### config.mk
export PLATFORM = sky130hd
export DESIGN_NAME = spi_transaction_ctrl
export DESIGN_NICKNAME = d
export VERILOG_FILES = /design/src/rtl/spi_transaction_ctrl.sv
export SDC_FILE = /design/constraint.sdc
export NUM_CORES = 1
export LEC_CHECK = 0
export ABC_AREA = 1
export CAP_MARGIN = 10
export CORE_ASPECT_RATIO = 0.75
export CORE_MARGIN = 2
export CORE_UTILIZATION = 45
export DETAILED_ROUTE_END_ITERATION = 10
export PLACE_DENSITY = 0.76
export SYNTH_ARGS = -nofsm -noshare
export SYNTH_HDL_FRONTEND = slang
export SYNTH_SLANG_ARGS = --single-unit
### constraint.sdc
create_clock -name CLK -period 1.5 [get_ports CLK]
set_input_delay 0.45 -clock CLK [delete_from_list [all_inputs] [get_ports CLK]]
set_output_delay 0.45 -clock CLK [all_outputs]
set_load 0.02 [all_outputs]
### src/rtl/spi_transaction_ctrl.sv
// spi_transaction_ctrl: sequences one SPI transaction in front of the SPI master core.
// It takes a chip-select/length command, drives the selected chip select with setup and
// hold delays, moves bytes one at a time between the requester and the core, and ends
// each command with a DONE pulse (ERR qualifies it).
// Optional build macro: SPI_TRANSACTION_TIMEOUT_EN adds a per-byte watchdog in WAIT_RX.
//
// state    | meaning
// ---------+-----------------------------------------------------------
// IDLE     | CMD_RDY high, waiting for a command
// CS_SETUP | chip select low, counting setup delay before the first byte
// WAIT_TX  | offering TX_RDY, waiting for the requester's next byte
// WAIT_RX  | byte handed to the core, waiting for its received byte
// CS_HOLD  | last byte done, counting hold delay before raising CS
// FINISH   | CS high, DONE/ERR issued on the next edge

module spi_transaction_ctrl #(
  parameter int NUM_CS       = 4,
  parameter int CS_SETUP_CYC = 4,
  parameter int CS_HOLD_CYC  = 4,
  parameter int TIMEOUT_CYC  = 1024,
  localparam int CS_W        = (NUM_CS > 1) ? $clog2(NUM_CS) : 1
) (
  input  logic              CLK,
  input  logic              RST,
  input  logic              CMD_VD,
  output logic              CMD_RDY,
  input  logic [CS_W-1:0]   CMD_CS,
  input  logic [7:0]        CMD_LEN,
  input  logic [7:0]        TX_DATA,
  input  logic              TX_VD,
  output logic              TX_RDY,
  output logic [7:0]        RX_DATA,
  output logic              RX_VD,
  output logic              DONE,
  output logic              ERR,
  input  logic              CORE_DATA_IN_RDY,
  output logic              CORE_DATA_IN_VD,
  output logic [7:0]        CORE_DATA_IN,
  input  logic [7:0]        CORE_DATA_OUT,
  input  logic              CORE_DATA_OUT_VD,
  output logic [NUM_CS-1:0] SPI_CS_N
);

  typedef enum logic [2:0] {IDLE, CS_SETUP, WAIT_TX, WAIT_RX, CS_HOLD, FINISH} state_t;

  // One shared down-counter serves every delay, so it is sized for the longest one.
  localparam int TMR_MAX_SH = (CS_SETUP_CYC > CS_HOLD_CYC) ? CS_SETUP_CYC : CS_HOLD_CYC;
  localparam int TMR_MAX    = (TMR_MAX_SH > TIMEOUT_CYC) ? TMR_MAX_SH : TIMEOUT_CYC;
  localparam int TMR_W      = $clog2(TMR_MAX + 1);
  localparam logic [TMR_W-1:0] SETUP_LD = TMR_W'(CS_SETUP_CYC - 1);
  localparam logic [TMR_W-1:0] HOLD_LD  = TMR_W'(CS_HOLD_CYC - 1);
`ifdef SPI_TRANSACTION_TIMEOUT_EN
  localparam logic [TMR_W-1:0] TO_LD    = TMR_W'(TIMEOUT_CYC - 1);
`endif

  state_t              state, state_nxt;
  logic [TMR_W-1:0]    tmr, tmr_nxt;
  logic [7:0]          rem, rem_nxt;
  logic                err_flag, err_flag_nxt;
  logic [NUM_CS-1:0]   cs_n_q, cs_n_nxt, cs_decode;
  logic                cmd_rdy_q, cmd_rdy_nxt;
  logic                tx_rdy_q, tx_rdy_nxt;
  logic                core_vd_q, core_vd_nxt;
  logic [7:0]          core_din_q, core_din_nxt;
  logic                rx_vd_q, rx_vd_nxt;
  logic [7:0]          rx_data_q, rx_data_nxt;
  logic                done_q, done_nxt;
  logic                err_q, err_nxt;
  logic                cs_oob;

  // An index at or above NUM_CS selects no line and ends the command with ERR.
  assign cs_oob = ({1'b0, CMD_CS} >= NUM_CS[CS_W:0]);

  // Active-low one-cold decode of the requested chip select.
  always_comb begin
    cs_decode = '1;
    for (int i = 0; i < NUM_CS; i++) begin
      cs_decode[i] = (CMD_CS != CS_W'(i));
    end
  end

  // State and registered outputs; reset forces every chip select high immediately.
  always_ff @(posedge CLK or posedge RST) begin
    if (RST) begin
      state      <= IDLE;
      tmr        <= '0;
      rem        <= '0;
      err_flag   <= 1'b0;
      cs_n_q     <= '1;
      cmd_rdy_q  <= 1'b0;
      tx_rdy_q   <= 1'b0;
      core_vd_q  <= 1'b0;
      core_din_q <= '0;
      rx_vd_q    <= 1'b0;
      rx_data_q  <= '0;
      done_q     <= 1'b0;
      err_q      <= 1'b0;
    end else begin
      state      <= state_nxt;
      tmr        <= tmr_nxt;
      rem        <= rem_nxt;
      err_flag   <= err_flag_nxt;
      cs_n_q     <= cs_n_nxt;
      cmd_rdy_q  <= cmd_rdy_nxt;
      tx_rdy_q   <= tx_rdy_nxt;
      core_vd_q  <= core_vd_nxt;
      core_din_q <= core_din_nxt;
      rx_vd_q    <= rx_vd_nxt;
      rx_data_q  <= rx_data_nxt;
      done_q     <= done_nxt;
      err_q      <= err_nxt;
    end
  end

  // Next-state and next-output decode.
  always_comb begin
    state_nxt    = state;
    tmr_nxt      = (tmr != '0) ? tmr - TMR_W'(1) : tmr;
    rem_nxt      = rem;
    err_flag_nxt = err_flag;
    cs_n_nxt     = cs_n_q;
    cmd_rdy_nxt  = 1'b0;
    tx_rdy_nxt   = 1'b0;
    core_vd_nxt  = 1'b0;
    core_din_nxt = core_din_q;
    rx_vd_nxt    = 1'b0;
    rx_data_nxt  = rx_data_q;
    done_nxt     = 1'b0;
    err_nxt      = 1'b0;
    case (state)
      IDLE: begin
        cmd_rdy_nxt = 1'b1;
        if (CMD_VD && cmd_rdy_q) begin
          cmd_rdy_nxt  = 1'b0;
          rem_nxt      = CMD_LEN;
          err_flag_nxt = cs_oob;
          if ((CMD_LEN == 8'd0) || cs_oob) begin
            state_nxt = FINISH;
          end else begin
            cs_n_nxt  = cs_decode;
            tmr_nxt   = SETUP_LD;
            state_nxt = CS_SETUP;
          end
        end
      end
      CS_SETUP: begin
        if (tmr == '0) begin
          state_nxt  = WAIT_TX;
          tx_rdy_nxt = CORE_DATA_IN_RDY;
        end
      end
      WAIT_TX: begin
        if (TX_VD && tx_rdy_q) begin
          core_din_nxt = TX_DATA;
          core_vd_nxt  = 1'b1;
          state_nxt    = WAIT_RX;
`ifdef SPI_TRANSACTION_TIMEOUT_EN
          tmr_nxt      = TO_LD;
`endif
        end else begin
          tx_rdy_nxt = CORE_DATA_IN_RDY;
        end
      end
      WAIT_RX: begin
        if (CORE_DATA_OUT_VD) begin
          rx_data_nxt = CORE_DATA_OUT;
          rx_vd_nxt   = 1'b1;
          rem_nxt     = rem - 8'd1;
          if (rem == 8'd1) begin
            tmr_nxt   = HOLD_LD;
            state_nxt = CS_HOLD;
          end else begin
            tx_rdy_nxt = CORE_DATA_IN_RDY;
            state_nxt  = WAIT_TX;
          end
        end
`ifdef SPI_TRANSACTION_TIMEOUT_EN
        else if (tmr == '0) begin
          err_flag_nxt = 1'b1;
          tmr_nxt      = HOLD_LD;
          state_nxt    = CS_HOLD;
        end
`endif
      end
      CS_HOLD: begin
        if (tmr == '0) begin
          cs_n_nxt  = '1;
          state_nxt = FINISH;
        end
      end
      FINISH: begin
        done_nxt  = 1'b1;
        err_nxt   = err_flag;
        state_nxt = IDLE;
      end
      default: state_nxt = IDLE;
    endcase
  end

  assign CMD_RDY         = cmd_rdy_q;
  assign TX_RDY          = tx_rdy_q;
  assign RX_DATA         = rx_data_q;
  assign RX_VD           = rx_vd_q;
  assign DONE            = done_q;
  assign ERR             = err_q;
  assign CORE_DATA_IN_VD = core_vd_q;
  assign CORE_DATA_IN    = core_din_q;
  assign SPI_CS_N        = cs_n_q;

endmodule
# Word-level counts from Yosys, hierarchy flattened
# Cells that the tools add are included.
[op_classes] addsub=2 n_mux=33 n_reduce_logical=14 n_eq_ne=15
[op_table] operator="$mux W11" n=5
[op_table] operator="$pmux W11 S2" n=1
[op_table] operator="$mux W3" n=7
[op_table] operator="$mux W8" n=2
[op_table] operator="$ne A2 B2 Y1 const B" n=8
[op_table] operator="$pmux W8 S2" n=1
[op_table] operator="$pmux W3 S5" n=1
[op_table] operator="$mux W4" n=3
[op_table] operator="$logic_not A11 Y1" n=1
[op_table] operator="$mux W1" n=11
[op_table] operator="$reduce_bool A11 Y1" n=1
[op_table] operator="$sub A11 B1 Y11 const B" n=1
[op_table] operator="$eq A8 B1 Y1 const B" n=1
[op_table] operator="$logic_not A8 Y1" n=1
[op_table] operator="$pmux W4 S2" n=1
[op_table] operator="$sub A8 B1 Y8 const B" n=1
[op_table] operator="$eq A3 B2 Y1 const B" n=2
[op_table] operator="$eq A3 B3 Y1 const B" n=2
[op_table] operator="$reduce_bool A2 Y1" n=3
[op_table] operator="$reduce_and A5 Y1" n=1
[op_table] operator="$reduce_and A2 Y1" n=2
[op_table] operator="$reduce_and A4 Y1" n=1
[op_table] operator="$eq A3 B1 Y1 const B" n=1
[op_table] operator="$logic_not A3 Y1" n=1
[op_table] operator="other kinds (4)" n=5
[totals] in_bits=32 word_cells=75 regBits=47 output_inout_bits=26

# Longest topological paths before layout
[depth] word_depth=5 depth_mapped=9 depth_no_buf=9

# Least setup slack after synthesis
# No wires, ideal clock.
[synth_path] kind="register to register" startpoint="reg tmr[0]" endpoint="reg state[0]" required_ns=1.434 setup_slack_ns=-0.019 arrival_time_ns=1.453 path_stages_with_launch=9 setup_ns=0.066 path_buffers=0 period_less_slack_ns=1.519 cell_sequence="dfrtp_1 > inv_1 > ha_1 > nand2_1 > nor2_1 > nand3_2 > a21oi_1 > nand3_1 > nand2_1"
[synth_between] elab_chain_len=3 word_cells_on_any_way=4 classes_between="eq/ne (2); reduce/logical (2)"
[synth_lines] element="from (decl)" line="57" rtl="logic [TMR_W-1:0] tmr, tmr_nxt;"
[synth_lines] element="from (signal assigned)" line="100" rtl="tmr <= tmr_nxt;"
[synth_lines] element="$logic_not A11 Y1 *" line="147, 186"
[synth_lines] element="$ne A2 B2 Y1 (no source line)"
[synth_lines] element="$reduce_and A5 Y1 (no source line) *"
[synth_lines] element="to (signal assigned)" line="99" rtl="state <= state_nxt;"
[synth_lines] element="to (decl)" line="56" rtl="state_t state, state_nxt;"
# Every way passes the cells marked *; elsewhere a longest branch is shown, timed or not.
# A chain may end at the register's enable or synchronous reset.

# Worst setup path after layout
[layout_path] startpoint="in CMD_LEN[6]" endpoint="reg cs_n_q[0], in the netlist SPI_CS_N[0]"
[layout_between] elab_chain_len=3
[layout_lines] element="from (decl)" line="28" rtl="input logic [7:0] CMD_LEN,"
[layout_lines] element="$logic_not A8 Y1" line="137" rtl="if ((CMD_LEN == 8'd0) || cs_oob) begin"
[layout_lines] element="$ne A2 B2 Y1 (no source line)"
[layout_lines] element="$reduce_and A4 Y1 (no source line)"
[layout_lines] element="to (signal assigned)" line="103" rtl="cs_n_q <= cs_n_nxt;"
[layout_lines] element="to (decl)" line="60" rtl="logic [NUM_CS-1:0] cs_n_q, cs_n_nxt, cs_decode;"
# No other way between the ends.

==> impl_metrics.csv <==
group,metric,value,unit
finish,multi_input_area,1310,sq um
timing,setup_slack,18.7,ps
critical_path,critical_path_arrival,1730,ps
floorplan,core_area,5350,sq um
synthesis,syn_area,2490,sq um
floorplan,die_y,68.5,um
timing,min_period_over_period,98.8,%
synthesis,synth_edf_count,0,
status,status,"finished, final reports clean",
timing,rsz0062_at_grt,"yes",
detailed_routing,wl_per_cell,12.8,um
synthesis,ys_types,35,
synthesis,synth_area_leaders,"dfrtp_1, nand2_1, nand3_1",
finish,drive_gt1_share,26.0,%
global_route,grt_pass1_wl,9940,um
placed_design,dp_slack,-416,ps
finish,n_fill_cell,445,
floorplan,die_x,89.9,um
synthesis,synth_mux_area_share,0,%
floorplan,start_util,46.6,%
timing,slew_viol_final,0,
min_path,worstHoldPathType,"in2async",
clock_network,clock_sinks,47,
synthesis,synth_compound_area_share,8.18,%
floorplan,die_area,6160,sq um
synthesis,yosysTopAreaCell,"dfrtp_1",
detailed_routing,first_iter_violations,169,
global_route,antenna_found_initial,0,
finish,antenna_cells,0,
synthesis,synthFlopType,"dfrtp_1",
synthesis,synth_top_area_share,43.2,%
timing,post-route-min-period,1480,ps
clock_network,tritoncts,"built",
critical_path,crit_path_start_kind,"primary input",
finish,syn2layout_area_growth,47.3,%
floorplan,rows,23,
detailed_routing,via_per_inst,4.93,
clock_network,clock_path_buffers,2,
pwr,vdd_ir_drop_max,0.416,mV
timing,fmax,675,MHz
pwr,power,0.00228,W
placed_design,dpl.cell_count,472,
detailed_routing,wirelength,6230,um
clock_network,clkLatencyLatePin,310,ps
synthesis,syn_nets,354,
synthesis,synth_fa_ha_area_share,1.51,%
synthesis,synth-seq-cells,47,
timing,whs,412,ps
clock_network,path_clk_slew,90,ps
pwr,p_leak,1.88,nW
placed_design,place.gp.congestion,0.847,
synthesis,synth_xor_area_share,0.703,%
detailed_routing,postRouteAntennaNets,0,
placed_design,portBuffers,56,
synthesis,ys_async_sr_fraction,100,%
critical_path,required,1750,ps
timing,skew,6.36,ps
global_route,grtUsageTotal,20.4,%
placed_design,dpl.hpwl,4490,um
critical_path,critical_path_class,"in2reg",
synthesis,synth_area_per_cell,7.81,sq um
detailed_routing,vias,2400,
floorplan,io_pins,58,
clock_network,htreeDepth,2,
critical_path,cp-end-kind,"flop",
global_route,grt_overflow_total,0,
finish,fin_nets,446,
finish,seq_area,1180,sq um
global_route,grt_max_degree,23,
timing,finalHoldViolCount,0,
synthesis,yosysWarnings,0,
finish,stdcell_count,487,
pwr,p_per_area,621,nW/um^2
clock_network,cts_buffers,5,
job,drv_cap,0,
synthesis,synthSimpleGateAreaFrac,35.3,%
critical_path,worstPathMaxFanout,5,
detailed_routing,drt-pass1-iter-count,4,
synthesis,netlist_instances,319,
synthesis,ys_seq_area_share,47.4,%
clock_network,clockRootBuffer,"clkbuf_8",
global_route,grt_pass1_vias,2204,
synthesis,synth_most_common_cell,"nand2_1",
synthesis,synth_top_family_by_area,"simple AND/OR/NAND/NOR gates",
timing,final-setup-viol-count,0,
synthesis,yosys-top-cells-count,"nand2_1, dfrtp_1, nor2_1",
detailed_routing,drcViolationCount,0,
cell families (layout without fill, tap and decap cells):
| kind of cell | count (synthesis) | in the layout |
|---|---|---|
| adders and majority gates | 3 | 3 |
| other | 1 | 1 |
| xor gates and xnor gates | 2 | 2 |
| and+or+nand+nor | 196 | 196 |
| buffers and inverters | 39 | 132 |
| DFF | 47 | 47 |
| AOI/OAI and AO/OA | 31 | 31 |
critical path, stage by stage:
cell and delay, ps:
clkdlybuf4s50_1 470, nor2_1 50, nand2_1 130, nor2_4 80, o21ai_4 260, nand3_4 140, nand2_2 100, nand2_2 50
through the flow:
| stage | TNS [ps] | instance area [sq um] | utilization [%] |
|---|---|---|---|
| finish | 0 | 3670 | 68.6 |
| global route | -438 | 3670 | 68.6 |
| CTS | 0 | 3440 | 64.2 |
| detailed placement | -9810 | 3360 | 62.7 |
| global placement | -8400 | 3360 | 62.7 |
| floorplan | 0 | 2500 | - |
cell type report:
cell class                      instances  area share [%]
Clock buffer                            5            1.87
Clock inverter                          3           0.613
Inverter                               35            4.16
Multi-Input combinational cell        233            35.7
Sequential cell                        47            32.2
Tap cell                               75            2.56
Timing Repair Buffer                   89            22.9
sequential cells by signal, indices dropped and copies added, names as in the netlist:
signal / count
CMD_RDY: 1
CORE_DATA_IN: 8
CORE_DATA_IN_VD: 1
DONE: 1
RX_DATA: 8
RX_VD: 1
SPI_CS_N: 4
TX_RDY: 1
rem: 8
state: 3
tmr: 11
where the power goes:
group | total (W) | switching (W) | leakage, nW | internal [W]
clock | 0.000814 | 0.000476 | 0.0489 | 0.000338
combinational | 0.000181 | 0.0000795 | 1.25 | 0.000102
sequential | 0.00128 | 0.00000648 | 0.575 | 0.00128
total | 0.00228 | 0.000562 | 1.88 | 0.00172
what timing repair did:
action | in CTS | in global routing
gates cloned | 0 | 0
pin swaps | 3 | 17
hold buffers | 0 | 0
gates resized for setup | 43 | 69
buffers inserted | 0 | 8
endpoints found under the hold margin | 0 | 0
endpoints found under the setup margin | 43 | 44
cells in the final DEF (no fill, tap or decap), drive strengths merged, types with 2 or more instances in the layout:
cell,n
clkdlybuf4s15,12
a21oi,7
nand3b,2
a21boi,2
nor3,3
ha,3
clkinv,2
dlygate4sd2,8
nand3,31
nand2,119
dfrtp,43
o21ai,16
dlymetal6s2s,8
clkdlybuf4s50,23
nor2,36
dfstp,4
inv,35
nand4,5
xor2,2
buf,37
clkbuf,6
o211ai,3
metal layers:
metal | share of wire (%) | GRT usage (%)
met1 | 48 | 27.7
met2 | 46 | 32.6
met3 | 5.2 | 4.85
met4 | 0.99 | 7.50
met5 | 0 | 0
path summary, 6_finish.rpt:
check | from | end | slack [ps] | depth (start not counted)
max | CMD_LEN[6] | SPI_CS_N[0]$_DFFE_PP1P_ | 20 | 8
min | RST | CORE_DATA_IN[2]$_DFFE_PP0P_ | 410 | 2
max reg2reg | tmr[0]$_DFF_PP0_ | state[2]$_DFFE_PP0P_ | 30 | 8
min reg2reg | SPI_CS_N[1]$_DFFE_PP1P_ | SPI_CS_N[1]$_DFFE_PP1P_ | 470 | 2
max in group asynchronous | RST | SPI_CS_N[0]$_DFFE_PP1P_ | 650 | 3
min in group CLK | CMD_LEN[4] | rem[4]$_DFFE_PP0P_ | 430 | 3
Note: power is estimated with default switching activity, not from simulation.
